### config.mk
export PLATFORM = sky130hd
export DESIGN_NAME = multiplier_seq
export DESIGN_NICKNAME = d
export VERILOG_FILES = /design/src/rtl/mult_pkg.sv /design/src/rtl/booth_enc.sv /design/src/rtl/multiplier_seq.sv
export SDC_FILE = /design/constraint.sdc
export NUM_CORES = 1
export LEC_CHECK = 0
export BUFFER_PORTS_ARGS = -buffer_cell sky130_fd_sc_hd__buf_2
export CORE_ASPECT_RATIO = 0.5
export CORE_MARGIN = 4
export CORE_UTILIZATION = 35
export CTS_CLUSTER_SIZE = 25
export DETAILED_ROUTE_END_ITERATION = 8
export HOLD_SLACK_MARGIN = 0.06
export MAX_ROUTING_LAYER = met4
export PLACE_DENSITY_LB_ADDON = 0.08
export SLEW_MARGIN = 0
export SYNTH_ARGS = -nofsm -noshare
export SYNTH_HDL_FRONTEND = slang
export SYNTH_SLANG_ARGS = --single-unit
### constraint.sdc
create_clock -name clk -period 3.6 [get_ports clk]
set_clock_uncertainty 0.1 [all_clocks]
set_input_delay 0.54 -clock clk [delete_from_list [all_inputs] [get_ports clk]]
set_output_delay 0.54 -clock clk [all_outputs]
set_load 0.005 [all_outputs]
### src/rtl/mult_pkg.sv
// Shared types for the sequential radix-4 Booth multiplier: FSM states,
// the (neg, one, two) Booth digit encoding and the iteration-count helper.
package mult_pkg;

  typedef enum logic [1:0] {
    ST_IDLE,
    ST_CALC,
    ST_DONE
  } state_e;

  // Digit value = (neg ? -1 : +1) * (one ? 1 : two ? 2 : 0).
  typedef struct packed {
    logic neg;
    logic one;
    logic two;
  } booth_digit_t;

  // Operands are extended to width+2 bits, consumed two bits per iteration.
  function automatic int calc_iters(input int width);
    return width / 2 + 1;
  endfunction

endpackage

### src/rtl/booth_enc.sv
// Radix-4 Booth recoder: maps the 3-bit multiplier window {y[2i+1], y[2i], y[2i-1]}
// to a digit in {0, +1, +2, -1, -2}.
module booth_enc
  import mult_pkg::*;
(
  input  logic [2:0]   window,
  output booth_digit_t digit
);

  always_comb begin
    // NOTE: every output gets a default before the case so no path leaves it
    // unassigned; otherwise synthesis infers a latch.
    digit = '0;
    unique case (window)
      3'b001, 3'b010: digit.one = 1'b1;
      3'b011:         digit.two = 1'b1;
      3'b100:         begin digit.neg = 1'b1; digit.two = 1'b1; end
      3'b101, 3'b110: begin digit.neg = 1'b1; digit.one = 1'b1; end
      default:        digit = '0;
    endcase
  end

endmodule

### src/rtl/multiplier_seq.sv
// Sequential radix-4 Booth multiplier with valid/ready handshakes on both sides.
// One Booth digit per cycle; WIDTH/2+1 iterations over operands extended to WIDTH+2 bits.
module multiplier_seq
  import mult_pkg::*;
#(
  parameter int WIDTH  = 16,
  parameter bit DBG_EN = 1'b0
) (
  input  logic               clk,
  input  logic               rst,
  input  logic               in_valid,
  output logic               in_ready,
  input  logic               mode_signed,
  input  logic [WIDTH-1:0]   Multiplicant,
  input  logic [WIDTH-1:0]   Multiplier,
  output logic               out_valid,
  input  logic               out_ready,
  output logic [2*WIDTH-1:0] result,
  output logic [2:0]         dbg_digit,
  output logic [4:0]         dbg_iter
);

  localparam int EW        = WIDTH + 2;     // extended operand width
  localparam int AW        = EW + 1;        // adder / high-accumulator width (holds +/-2M)
  localparam int ACC_W     = AW + EW + 1;   // {high partial product, multiplier, prev bit}
  localparam int N         = calc_iters(WIDTH);
  localparam logic [4:0] LAST_ITER = 5'(N - 1);

  state_e              state_q,  state_d;
  logic [EW-1:0]       mcand_q,  mcand_d;
  logic [ACC_W-1:0]    acc_q,    acc_d;
  logic [4:0]          iter_q,   iter_d;
  logic [2*WIDTH-1:0]  result_q, result_d;

  logic [EW-1:0]       mcand_ext, mplier_ext;
  booth_digit_t        digit;
  logic [AW-1:0]       hi, pp_mag, pp_op, sum;
  logic [ACC_W-1:0]    shifted;

  assign mcand_ext  = {{2{mode_signed & Multiplicant[WIDTH-1]}}, Multiplicant};
  assign mplier_ext = {{2{mode_signed & Multiplier[WIDTH-1]}},   Multiplier};

  booth_enc u_booth_enc (
    .window (acc_q[2:0]),
    .digit  (digit)
  );

  // Single adder: subtraction is done as invert plus carry-in.
  assign hi = acc_q[ACC_W-1 -: AW];

  always_comb begin
    pp_mag = '0;
    if (digit.one)      pp_mag = {mcand_q[EW-1], mcand_q};
    else if (digit.two) pp_mag = {mcand_q, 1'b0};
    pp_op   = digit.neg ? ~pp_mag : pp_mag;
    sum     = hi + pp_op + AW'(digit.neg);
    shifted = {{2{sum[AW-1]}}, sum, acc_q[EW:2]};
  end

  always_comb begin
    state_d  = state_q;
    mcand_d  = mcand_q;
    acc_d    = acc_q;
    iter_d   = iter_q;
    result_d = result_q;
    unique case (state_q)
      ST_IDLE: begin
        if (in_valid) begin
          state_d = ST_CALC;
          mcand_d = mcand_ext;
          acc_d   = {{AW{1'b0}}, mplier_ext, 1'b0};
          iter_d  = '0;
        end
      end
      ST_CALC: begin
        acc_d  = shifted;
        iter_d = iter_q + 5'd1;
        if (iter_q == LAST_ITER) begin
          state_d  = ST_DONE;
          iter_d   = '0;
          result_d = shifted[2*WIDTH:1];
        end
      end
      ST_DONE: begin
        if (out_ready) state_d = ST_IDLE;
      end
      default: state_d = ST_IDLE;
    endcase
  end

  // NOTE: state registers use non-blocking assignments so every flop samples
  // the pre-edge value of the others regardless of process ordering.
  always_ff @(posedge clk or posedge rst) begin
    if (rst) begin
      state_q  <= ST_IDLE;
      mcand_q  <= '0;
      acc_q    <= '0;
      iter_q   <= '0;
      result_q <= '0;
    end else begin
      state_q  <= state_d;
      mcand_q  <= mcand_d;
      acc_q    <= acc_d;
      iter_q   <= iter_d;
      result_q <= result_d;
    end
  end

  assign in_ready  = (state_q == ST_IDLE);
  assign out_valid = (state_q == ST_DONE);
  assign result    = result_q;

  generate
    if (DBG_EN) begin : g_dbg
      logic [2:0] digit_bits;
      assign digit_bits = digit;
      assign dbg_digit  = (state_q == ST_CALC) ? digit_bits : 3'b000;
      assign dbg_iter   = iter_q;
    end else begin : g_no_dbg
      assign dbg_digit = '0;
      assign dbg_iter  = '0;
    end
  endgenerate

endmodule

### Word level (Yosys, flattened, before mapping)

Cells that the tools add are included.

* input port bits: 37
* logic and storage cells: 47
* register bits after elaboration: 94
* output and inout bits: 42

* reductions and logical operators: 9
* bitwise logic cells: 3
* add/subtract/negate cells: 3
* eq/ne operators: 12
* muxes and demuxes: 15

Operator list (number)
* 38-bit case mux with 2 select lines: 1
* 19-bit two-way mux: 3
* 38-bit two-way mux: 1
* 19-bit by 1-bit adder with 19-bit output: 1
* 19-bit adder: 1
* 19-bit inverter: 1
* 5-bit two-way mux: 2
* 5-bit case mux with 2 select lines: 1
* 3-bit equality test, second input constant: 3
* 3-bit by 2-bit equality test with 1-bit output, second input constant: 2
* 2-bit two-way mux: 3
* 2-bit case mux with 3 select lines: 1
* 2-bit AND reduction: 3
* 5-bit by 1-bit adder with 5-bit output, second input constant: 1
* 5-bit by 4-bit equality test with 1-bit output, second input constant: 1
* 2-bit != test, second input constant: 2
* 4-bit OR reduction: 1
* 3-bit by 1-bit equality test with 1-bit output, second input constant: 1
* 1-bit two-way mux: 3
* 3-bit AND reduction: 1
* 3-bit OR reduction: 1
* 1-bit AND: 2
* 2-bit by 1-bit equality test with 1-bit output, second input constant: 1
* 2-bit equality test, second input constant: 1
* 4 further kinds: 4

### Longest topological paths before layout

Gate-level depths: netlist of the first run.

* word-level depth: 10
* depth in mapped cells: 15
* mapped depth without buffers: 14

### Cells and area by module

Synthesis of the first run repeated with hierarchy kept, for this count alone.

* cells, all modules: 619
* area total of the unflattened synthesis: 5129.9 sq um

By module, submodules not included
* multiplier_seq: times used 1, cells an instance 614, sequential area each 2302.2 sq um, area each 5098.6 sq um
* booth_enc: times used 1, cells an instance 5, sequential area each 0.0 sq um, area each 31.3 sq um

### Worst setup path before layout of the first run

OpenSTA, ideal clock, no wires.

* kind: reg-to-reg
* start point: register acc_q[0]
* end point: register acc_q[33]
* slack: 56 ps
* data required time: 3431 ps
* stages on the path, launching flop included: 15
* buffers on the path: 2
* arrival time: 3375 ps
* setup time: 69 ps
* clock period less this slack: 3544 ps
* cell sequence: dfrtp_1 inv_1 ha_1 buf_2 nor2_1 clkbuf_1 a22oi_1 xor2_1 ha_1 nand2_1 o211ai_1 a21oi_1 o311a_1 or4_1 nand3_1

* word-level cells in the longest chain between the ends: 10
* elaborated cells between the ends (all ways): 19
* those cells by class: add/sub (2); eq/ne (6); mux (7); bitwise (1); reduce/logical (3)

RTL lines
* start: declaration: RTL line multiplier_seq.sv:31 `logic [ACC_W-1:0] acc_q, acc_d;`
* start signal: assignment: RTL line multiplier_seq.sv:97 `acc_q <= '0;`
* start signal: assignment: RTL line multiplier_seq.sv:103 `acc_q <= acc_d;`
* 3-bit by 2-bit equality test with 1-bit output or 3-bit equality test (tied branches): RTL line booth_enc.sv:14 `unique case (window)`
* 2-bit OR reduction (no source line)
* 1-bit two-way mux: RTL line booth_enc.sv:14
* 19-bit two-way mux: RTL line multiplier_seq.sv:54 `else if (digit.two) pp_mag = {mcand_q, 1'b0};`
* 19-bit two-way mux: RTL line multiplier_seq.sv:53 `if (digit.one) pp_mag = {mcand_q[EW-1], mcand_q};`
* 19-bit inverter: RTL line multiplier_seq.sv:55 `pp_op = digit.neg ? ~pp_mag : pp_mag;`
* 19-bit two-way mux: RTL line multiplier_seq.sv:55
* 19-bit adder: RTL line multiplier_seq.sv:56 `sum = hi + pp_op + AW'(digit.neg);`
* 19-bit by 1-bit adder with 19-bit output (*): RTL line multiplier_seq.sv:56
* 38-bit case mux with 2 select lines (*): RTL line multiplier_seq.sv:66 `unique case (state_q)`

Every way passes the cells marked *; elsewhere a longest branch is shown, timed or not.
A chain may end at the register's enable or synchronous reset.

### Worst setup path after layout of the first run

* start point: register acc_q[0]
* end point: register acc_q[32]

The elaborated chain is that of the path after synthesis.

==> results summary, run 1 <==
The flow ran to the end, and the final reports show no timing, DRC or antenna violations. The number of enable flip-flop cells after synthesis came out at 0. The number of clock sinks is 92. Among all cell types in the netlist, the one instantiated most often is nand2_1. The share of final-layout standard cells stronger than drive strength 1 came out at 19.7%. The routed design has 13,500 um of wire. The pre-CTS setup slack is 0.0137 ns. The later pin in the worst-skew pair is clocked with a latency of 0.35 ns.

The TritonCTS clock tree is yes. The chip height came out at between 90 and 100 um. The most instantiated flip-flop cell in the synthesis netlist is dfrtp_1.

The initial antenna violation count is 0. The endpoint identified for the worst register-to-register timing path is acc_q[32]. The area of the die came out at 16,700 um2. After Yosys synthesis, full adders, half adders and majority gates account for 6.29% of the synthesized area.

The transition time at the pin with the least slew margin is 0.873 ns. The number of global-route vias before repair was 4,304. The total iterations of the first detailed-routing run is 4. The mean post-synth cell area came out at 8.59 um2. The worst-case register-to-register setup slack came out at 0.17 ns. The critical path in this run is classified as reg -> reg. The deepest clock path buffer count came out at 2.

Sorting the synthesized cells by how often they occur yields nand2_1, dfrtp_1, nor2_1. The fraction of synthesis flops using an asynchronous set or reset pin is 100%. The all-layer global routing usage came out at ~17%. The data required time at the worst endpoint is 3.73 ns. Multiplexer cells account for 1.30% of the synthesized area.

Fill cells in the final layout number 1,422. The startpoint identified for the worst register-to-register timing path is acc_q[0]. The worst register-to-register path has a depth of 14. The post-synthesis cell type count is 54.

The kind of start point of the critical path is a flip-flop. The least setup slack across all paths after layout is 0.174 ns. The total count of max-transition violations in the final report came to 0. The final route contains 4,342 vias. Headroom to the max-slew limit came out at 41.7%. Global routing finished with a remaining overflow of 0. The detailed-placement wirelength estimate came out at around 9600 um. The cell sitting at the root of the clock tree is a clkbuf_16. The DRC violation total after the first TritonRoute iteration is 248. Buffers inserted during clock tree synthesis total 9.

The synthesized netlist devotes 21.8% of its cell area to simple gates. The average wire length per cell after detail routing is 15.5 um. The area growth from synthesis to layout came out at 19.5%.

In this run the cell area of the synthesized design comes to 5090 um2. The min-delay analysis places its worst path in the category in -> async. The cell count after synthesis came out at 593. After clock tree synthesis, the clock-pin slew on the worst setup and hold paths is 0.07 ns. The number of I/O port buffers came out at 70.

The final critical path takes up 95.2% of the cycle. The pin count of the biggest net entering global routing came out at 65. Ranked by total cell area, the synthesized netlist is headed by dfrtp_1, nand2_1, ha_1. The starting density of the core is 36.7%. The minimum period implied by the final worst setup slack is 3.43 ns. The top cell type's share of synthesized area came out at between 40% and 50%. Of the synthesized area, sequential elements account for 45.2%. The remaining design rule violation count came out at 0. By area, the combinational part of the netlist is dominated by simple AND/OR/NAND/NOR gates. The final setup violation count came out at 0. The number of nets in the layout is approximately 730. The number of warnings issued by yosys came out at 0. Cells fill 43.8% of the core in the end.

The count of pins on the block boundary came out at 79. Along the worst path, the maximum fanout reaches 11. The first global-routing pass estimated 22,300 um of wire. The placement row count came out at 30. At the worst endpoint, the arrival time is 3.56 ns. The final weighted congestion of routability-driven global placement came out at about 0.85.

The residual antenna-violating net count after detailed routing came out at 0. For this run, the top clock speed supported by timing is around 290 MHz. The register bit total from synthesis is 92. The final hold violation count is 0.

The floorplan step defined a core boundary enclosing about 14,000 um2. The number of maximum-capacitance constraint violations came out at 0. The post-detailed-route via-to-cell ratio came out at 5.00. The parity-gate share of the synthesized area counting xor and xnor cells came out at 4.64%. The complex-gate fraction of the synthesized area is 16.0%. The number of levels in the clock H-tree is 3.

dfrtp_1 takes more of the synthesized area than any other cell. The width of the chip came out at approximately 180 um. The worst setup path is captured at a flip-flop.
-- cells in the final DEF, fill, tap and decap left out, types with 3 or more instances in the layout --
master,n
a21oi_1,19
a22o_1,5
a22oi_1,16
a31oi_1,18
and2_1,3
and3_1,3
buf_2,70
buf_4,26
clkbuf_16,9
conb_1,8
dfrtp_1,92
ha_1,22
inv_1,15
mux2i_1,3
nand2_1,179
nand2b_1,5
nand3_1,15
nand4_1,8
nor2_1,31
nor2b_1,3
o211ai_1,8
o21ai_0,31
o311a_1,3
o31ai_1,5
xnor2_1,6
xor2_1,20
-- through the flow --
step	instances	cell area, um2	setup TNS, ns	hold slack, ns
floorplan	600	5120	0	0.350
CTS	864	6010	0	0.272
detailed placement	848	5720	0	0.357
finish	869	6090	0	0.247
global route	868	6080	-0.0509	0.287
global placement	848	5720	0	0.357
-- sequential cells by signal (all words and copies together), names as in the netlist --
name     cells
mcand_q     17
acc_q       36
state_q      2
iter_q       5
result      32
-- critical path: stages (launching register included) --
cell	delay, ns
dfrtp_1	0.40
inv_1	0.08
ha_1	0.25
mux2i_2	0.24
nor2_4	0.08
buf_4	0.18
a22oi_1	0.18
xor2_1	0.30
ha_2	0.39
nand4_1	0.17
or2_2	0.15
a21oi_1	0.06
nand2b_1	0.15
or3_1	0.34
a32o_1	0.26
-- cell families (layout without fill, tap and decap cells) --
kind of cell	after synthesis	after routing
xor+xnor	27	27
fa+ha+maj	25	25
flops	92	92
buf+inv	53	129
simple gates	263	263
mux	6	6
other cells	1	9
compound gates	126	126
-- repair_timing --
action	4_1_cts	5_1_grt
setup buffers	0	4
setup endpoints to repair	1	11
pin swaps	0	7
hold buffers	0	0
resized for setup	1	13
-- cell type report --
cell class	instances	area [um2]	area share [%]
Multi-Input combinational cell	455	2640	43.3
Tap cell	192	240	3.95
Clock buffer	10	229	3.76
Sequential cell	92	2300	37.8
Inverter	16	62.6	1.03
Antenna cell	1	2.50	0.0411
Timing Repair Buffer	97	557	9.15
Clock inverter	6	56.3	0.925
-- per-layer routing --
metal / GRT usage [%] / share of wire, %
met1: 25.3 / 51
met2: 24.8 / 42
met3: 3.92 / 5.2
met4: 4.15 / 0.87
met5: - / 0
-- how the worst max path moves through the flow --
stage	startpoint	to	slack, ns	depth (start not counted)
floorplan	acc_q[0]	acc_q[33]	0.06	14
global placement	acc_q[0]	acc_q[33]	0.13	14
finish	acc_q[0]	acc_q[32]	0.17	14
global route	acc_q[0]	acc_q[33]	-0.03	14
CTS	acc_q[0]	acc_q[33]	0.008	14
detailed placement	acc_q[1]	acc_q[33]	0.01	14
Power of run 1 is left out: the tool's default activity adds up to more than one toggle a clock period on the data nets, which glitch-free logic cannot reach.
==> run 2, diff against run 1 <==
Settings changed: ABC_AREA set to 1.
==> run 2 against run 1 <==
Worst setup slack gained 0.21 ns. Synthesized cell count grew 8.3%. Clock-buffer cell count grew 1. Core utilization shrank 2.5 points. Global-route usage shrank 1.2 points. Sequential share of layout area grew 0.80 points. Hold slack lost 0.071 ns. First-iteration DRC count grew 5.2%. Largest cell class unchanged. Highest routed layer unchanged.
==> results summary, run 2 <==
The most instantiated flip-flop cell in the synthesis netlist is dfrtp_1. The library cells used most frequently in the layout, excluding fill and tap cells, are nand2_1, dfrtp_1, buf_2. After synthesis, the largest family of logic cells by area is simple AND/OR/NAND/NOR gates.

The number of warnings issued by yosys came out at 0. In this run the worst path has a maximum fanout of 17. The routed layout has 4,278 vias. The run finished with clean final reports.

Summing the sequential cell areas from Yosys gives 44.7% of the chip area. After clock tree synthesis, the repair step resized 0 gates. The data required time at the worst endpoint is about 3.7 ns. The post-route setup TNS came out at 0 ns. Counting every sink on the clock net gives 92. Counting flops with an async set or reset pin after synthesis yields a share of 100%. The least setup slack across all paths after layout came out at around 0.38 ns. Timing would allow up to 311 MHz. The repair_antennas step left the layout with diodes totalling 0. The deepest clock path buffer count came out at 2. The pre-CTS setup slack came out at 0.381 ns. Subtracting the final worst setup slack from the clock period gives 3.22 ns. The total count of max-transition violations in the final report came out at 0. The layout has about 1,500 filler cells.

The synthesized netlist devotes 13.9% of its cell area to compound gates. The starting density of the core is between 30% and 40%. The first-pass GRT wire length is approximately 22,000 um. At the later pin of the worst-skew pair, clock insertion delay measures 0.35 ns. The cell family contributing the most delay on the critical path is simple AND/OR/NAND/NOR gates. The count of pins on the block boundary came out at 79. The count of buffers added on input and output ports is 70.

The detailed-placement wirelength estimate came out at 9400 um. The remaining design rule violation count is 0. The non-filler instance count after layout is between 900 and 1,000.

The cell count after synthesis came out at 642. The area of the die is about 17,000 um2. The final setup violation count is 0. By count the netlist is led by nand2_1, dfrtp_1, inv_1. The post-synthesis share of cell area spent on full adders, half adders and majority gates is 6.22%.

The most frequent standard cell in the layout excluding fill and tap cells is nand2_1. Of the total synthesized cell area, the portion taken by XOR and XNOR cells is 4.59%. The share of final-layout standard cells stronger than drive strength 1 is 14.3%. The synthesized design contains 92 register bits. The transition time at the pin with the least slew margin came out at between 0.9 and 1 ns.

The TritonCTS clock tree is yes. The DRC violation total after the first TritonRoute iteration is approximately 260. The number of hold buffers added after CTS was 0.

The floorplan step set the die height to 93.8 um. The synthesized design spends more area on one cell type than any other, namely dfrtp_1. The number of buffers and inverters on the critical path is 3. Relative to the synthesized area, the layout overhead comes to 15.7%. Setup repair after global routing left no endpoint under its margin. After detailed routing, the average wire length per cell comes to between 10 and 15 um. The final hold violation count is 0. Yosys mapped the design onto 39 distinct sky130hd cell types. The number of enable flip-flop cells after synthesis is 0. In this run the worst hold path is classified as in -> async. The number of clock buffers added by TritonCTS is 9. Buffers added to address setup during post-CTS repair amount to 0. The top cell type's share of synthesized area is approximately 45%. In this design, the critical path's most frequently occurring cell is nand2_1. The placement row count came out at 31. The width of the chip came out at 180 um. The kind of start point of the critical path is a flip-flop. The initial antenna violation count came to 0. After the last flow step, the layout net total stands at between 700 and 800. The flip-flop count of the largest register, all copies and words added came out at 36. The critical path in this run is classified as reg -> reg. The final worst-path cycle share came out at 89.4%. In the routed layout, each cell is associated on average with a via count of 4.72.

For this run, the detailed router's first-pass iteration total came to 4. By instance count, the leading cell after synthesis is nand2_1. The critical path's largest stage delay came out at approximately 0.47 ns.

Yosys attributes the largest share of cell area to dfrtp_1, nand2_1, ha_1. The residual antenna-violating net count after detailed routing is 0. After clock tree synthesis, the clock-pin slew on the worst setup and hold paths is 0.07 ns. The critical path capture point type is a flip-flop. The final weighted congestion of routability-driven global placement came out at around 0.92.

After detailed routing, the total wire length is approximately 13,000 um. The cell area that synthesis handed to floorplanning was 5150 um2. CTS built an H-tree with a depth of 3. The worst-case register-to-register setup slack is 0.38 ns.

The all-layer global routing usage came out at 16.3%. The total grt overflow is 0. The mean post-synth cell area is 8.03 um2.

The largest register by flop count is acc_q. The clock root buffer is clkbuf_16. The number of global-route vias before repair came out at 4,253. The data arrival time at the worst-slack endpoint came out at between 3 and 4 ns. The placed instance count is a little under 900. The critical path goes through inv_1, ha_1, inv_1, nand3_1, buf_4, nand2_1, xor2_1, fa_1, o21ai_1, nand2_1, nand2_1, nand2_1, nand2_1, nand2_1, nand2_1, nand2_1, nand3_1, nand2_1. Multiplexer cells account for 0% of the synthesized area. The worst slew slack as a fraction of its limit is a little over a third. The pin count of the biggest net entering global routing is 58. The simple logic cell fraction of the synthesized area came out at between 20 and 25%.

Across the run, the number of max-cap violations was 0. The core area is 14,400 um2. The slowest stage of the critical path belongs to the cell fa_1.
run 2: layer usage:
layer  routed length [um]  up-vias  GRT usage (%)
met5                    0        -              -
met2                 5680       79           25.6
li1                     -     2207              -
met3                  542       11           3.63
met1                 6480     1981           21.7
met4                  132        0           3.99
run 2: logic make-up after synthesis:
| logic type | count (synthesis) |
|---|---|
| AO/OA/AOI/OAI | 127 |
| XOR/XNOR | 27 |
| adder cells (fa/ha/maj) | 25 |
| buffers and inverters | 100 |
| flip-flops | 92 |
| other | 1 |
| AND/OR/NAND/NOR | 270 |
run 2: metrics by stage:
stage	cell area, um2	hold WS (ns)	util (%)
global placement	5650	0.358	39.2
floorplan	5180	0.356	-
detailed placement	5650	0.361	39.2
global route	5960	0.252	41.3
finish	5960	0.176	41.3
CTS	5960	0.225	41.3
run 2: worst paths after layout:
path                                 start         end  depth (start not counted)
worst max-delay path              acc_q[0]   acc_q[29]                         18
worst min-delay path                   rst  result[11]                          2
worst max register to register    acc_q[0]   acc_q[29]                         18
worst min register to register  result[26]  result[26]                          2
max in group asynchronous              rst  result[25]                          3
min in group clk                 out_ready  state_q[1]                          2
run 2: cell type report:
cell class,count,area (um2),share of cell area [%]
multi-input cells,457,2440,41.0
flip-flops and latches,92,2300,38.6
repair buffers,75,400,6.72
inverters,68,256,4.30
well taps,198,248,4.16
clock buffers,11,243,4.07
clock inverters,5,67.6,1.13
Power of run 2 is left out for the same reason.
==> run 3, diff against run 2 <==
Settings changed: CELL_PAD_IN_SITES_DETAIL_PLACEMENT set to 1, CELL_PAD_IN_SITES_GLOBAL_PLACEMENT set to 1.
Clock period 3.6 ns to 3.44 ns, I/O delays scaled along.
==> run 3 against run 2 <==
Die area stayed put. Worst setup slack worse by 0.090 ns. First-iteration DRC count down 43%. Core utilization is 0.18 points higher. Critical path depth is 3 lower. Fmax up 2.2%. Register-to-register slack worse by 0.09 ns. Global-route usage is 1.9 points higher. Wire length is 11% higher. Cell area rose by 0.44%. Final cell count is 0.11% higher.
==> results summary, run 3 (synthesis results as in run 2) <==
The CTS buffer count came out at 9. The largest single stage delay on the critical path is 0.40 ns. The starting density of the core came out at 35.7%. After global routing, the most crowded layer is met2.

The met3 global-route usage is 3.60%. The global routing usage on met2 is between 30 and 40%. The final worst-path cycle share came out at 91.5%. Port buffering added 70 buffers. For this design, the slowest cell found on the critical path is dfrtp_1.

From bottom edge to top edge, the die measures between 90 and 100 um. Entering global routing, the biggest net connects 58 pins. The number of global-route vias before repair came to 4,595. The remaining design rule violation count came out at 0. The critical path capture point type is a flip-flop. The most prevalent standard cell on the critical path is nand2_1. The tree is rooted in a clkbuf_16. For this block, the routed nets add up to around 14,000 um of wire. The first-pass GRT wire length is 24,000 um.

The area of the die is 16,800 um2. The total count of max-transition violations in the final report came out at 0. The all-layer global routing usage is 18.2%. The kind of critical path is reg -> reg.

TritonCTS built the clock tree. The count of pins on the block boundary came out at 79. The routed layout has 4,390 vias. Data on the critical path is required at its endpoint by 3.58 ns. The cell class contributing the biggest share of worst-path delay is simple AND/OR/NAND/NOR gates. The deepest clock path buffer count came out at 2.

After filler insertion, the fill cell instance count of the layout stands at 1,782. The critical-path maximum fanout is 13. After routing, the total negative slack on setup checks comes to 0 ns. The transition time at the pin with the least slew margin came out at 1.02 ns.

The congestion estimate from routability-driven global placement came to 0.820. The signal on the critical path passes through inv_1, ha_1, inv_1, nand3_2, buf_4, nand2_1, xor2_1, ha_1, a21oi_1, o21ai_1, a21oi_1, nand2_1, or2_1, nand3_1, nand2_1. The share of final-layout standard cells stronger than drive strength 1 came out at 15.2%. The data arrival time at the worst-slack endpoint came out at ~3.3 ns. The finished cells cover 5990 um2.

The number of levels in the clock H-tree came out at 3. The average wire length per cell after detail routing is 15.7 um. For this run, the post-layout net count is 766.

The clock slew seen by the registers of the worst setup and hold paths came out at 0.07 ns. Global routing used 23.6% of the available met1 tracks. The core area is 14,400 um2. From synthesis to final layout, the design area changed by 16.2%. The worst slew slack as a fraction of its limit came out at between 30% and 40%. The largest register by flop count is acc_q. The detailed-placement wirelength estimate came out at roughly 11,000 um.

The number of hold buffers added after CTS was 0. The width of the chip came out at 180 um. Once placement finished, the instance area stood at approximately 5700 um2.

In the layout the commonest cells are nand2_1, dfrtp_1, buf_2. The flip-flop count of the largest register, all copies and words added came out at 36. The final worst hold slack came out at 0.199 ns. The total iterations of the first detailed-routing run is 4. The sum of buffers and inverters on the critical path is 3. The run finished with clean final reports. The maximum clock rate is 318 MHz. The initial antenna violation count came to 0. The residual antenna-violating net count after detailed routing came out at 0. The DRC violation total after the first TritonRoute iteration is 148.

The clock reaches the later pin of the worst-skew pair after 0.35 ns. The clock drives 92 sinks. Leaving out fill and tap cells, the most frequent cell in the layout is nand2_1. The kind of start point of the critical path is a flip-flop. The placement row count came out at 31.

Summed over all layers, the global routing overflow is 0. Setup violations remaining at the end of the flow were counted as 0. The tightest min-delay check is of the in -> async type. Setup repair after global routing left no endpoint under its margin. The final hold violation count is 0. The clock period could shrink to 3.15 ns. Across the run, the number of max-cap violations was 0.

The post-detailed-route via-to-cell ratio is around 4.8. The number of antenna repair diodes came out at 0.
run 3: worst paths after layout:
path | end | cells past startpoint | slack (ns) | start
worst max-delay path | acc_q[31] | 15 | 0.29 | acc_q[0]
worst min-delay path | acc_q[11] | 2 | 0.20 | rst
worst max register to register | acc_q[31] | 15 | 0.29 | acc_q[0]
worst min register to register | result[26] | 2 | 0.38 | result[26]
max in group asynchronous | iter_q[0] | 4 | 2.17 | rst
min in group clk | state_q[1] | 2 | 0.24 | out_ready
run 3: layer usage:
metal	share of wire [%]	vias to the layer above
li1	-	2207
met1	51	2115
met4	0.74	0
met2	46	60
met5	0	-
met3	3.0	8
run 3: area by class of cell:
type	instances	area (um2)	share of cell area, %
inverter	68	262	4.37
multi-input combinational	457	2460	41.2
clock inverter	6	56.3	0.940
timing repair buffer	76	415	6.94
clock buffer	10	239	3.99
tap	198	248	4.14
sequential	92	2300	38.5
run 3: what timing repair did:
item,in CTS,in global routing
buffers inserted,0,0
gates resized for setup,0,10
setup endpoints to repair,0,15
run 3: through the flow:
| step | util [%] | setup WS (ns) | instances |
|---|---|---|---|
| detailed placement | 39.2 | 0.266 | 891 |
| global placement | 39.2 | 0.315 | 891 |
| finish | 41.5 | 0.292 | 907 |
| floorplan | - | 0.432 | 649 |
| global route | 41.5 | 0.00319 | 907 |
| CTS | 41.3 | 0.194 | 907 |
run 3: worst register-to-register path: stages, from the launching register on:
cell and delay (ns):
dfrtp_1 0.40, inv_1 0.10, ha_1 0.34, inv_1 0.12
nand3_2 0.13, buf_4 0.20, nand2_1 0.09, xor2_1 0.22
ha_1 0.33, a21oi_1 0.23, o21ai_1 0.14, a21oi_1 0.14
nand2_1 0.11, or2_1 0.24, nand3_1 0.07, nand2_1 0.07
Power of run 3 is left out for the same reason.
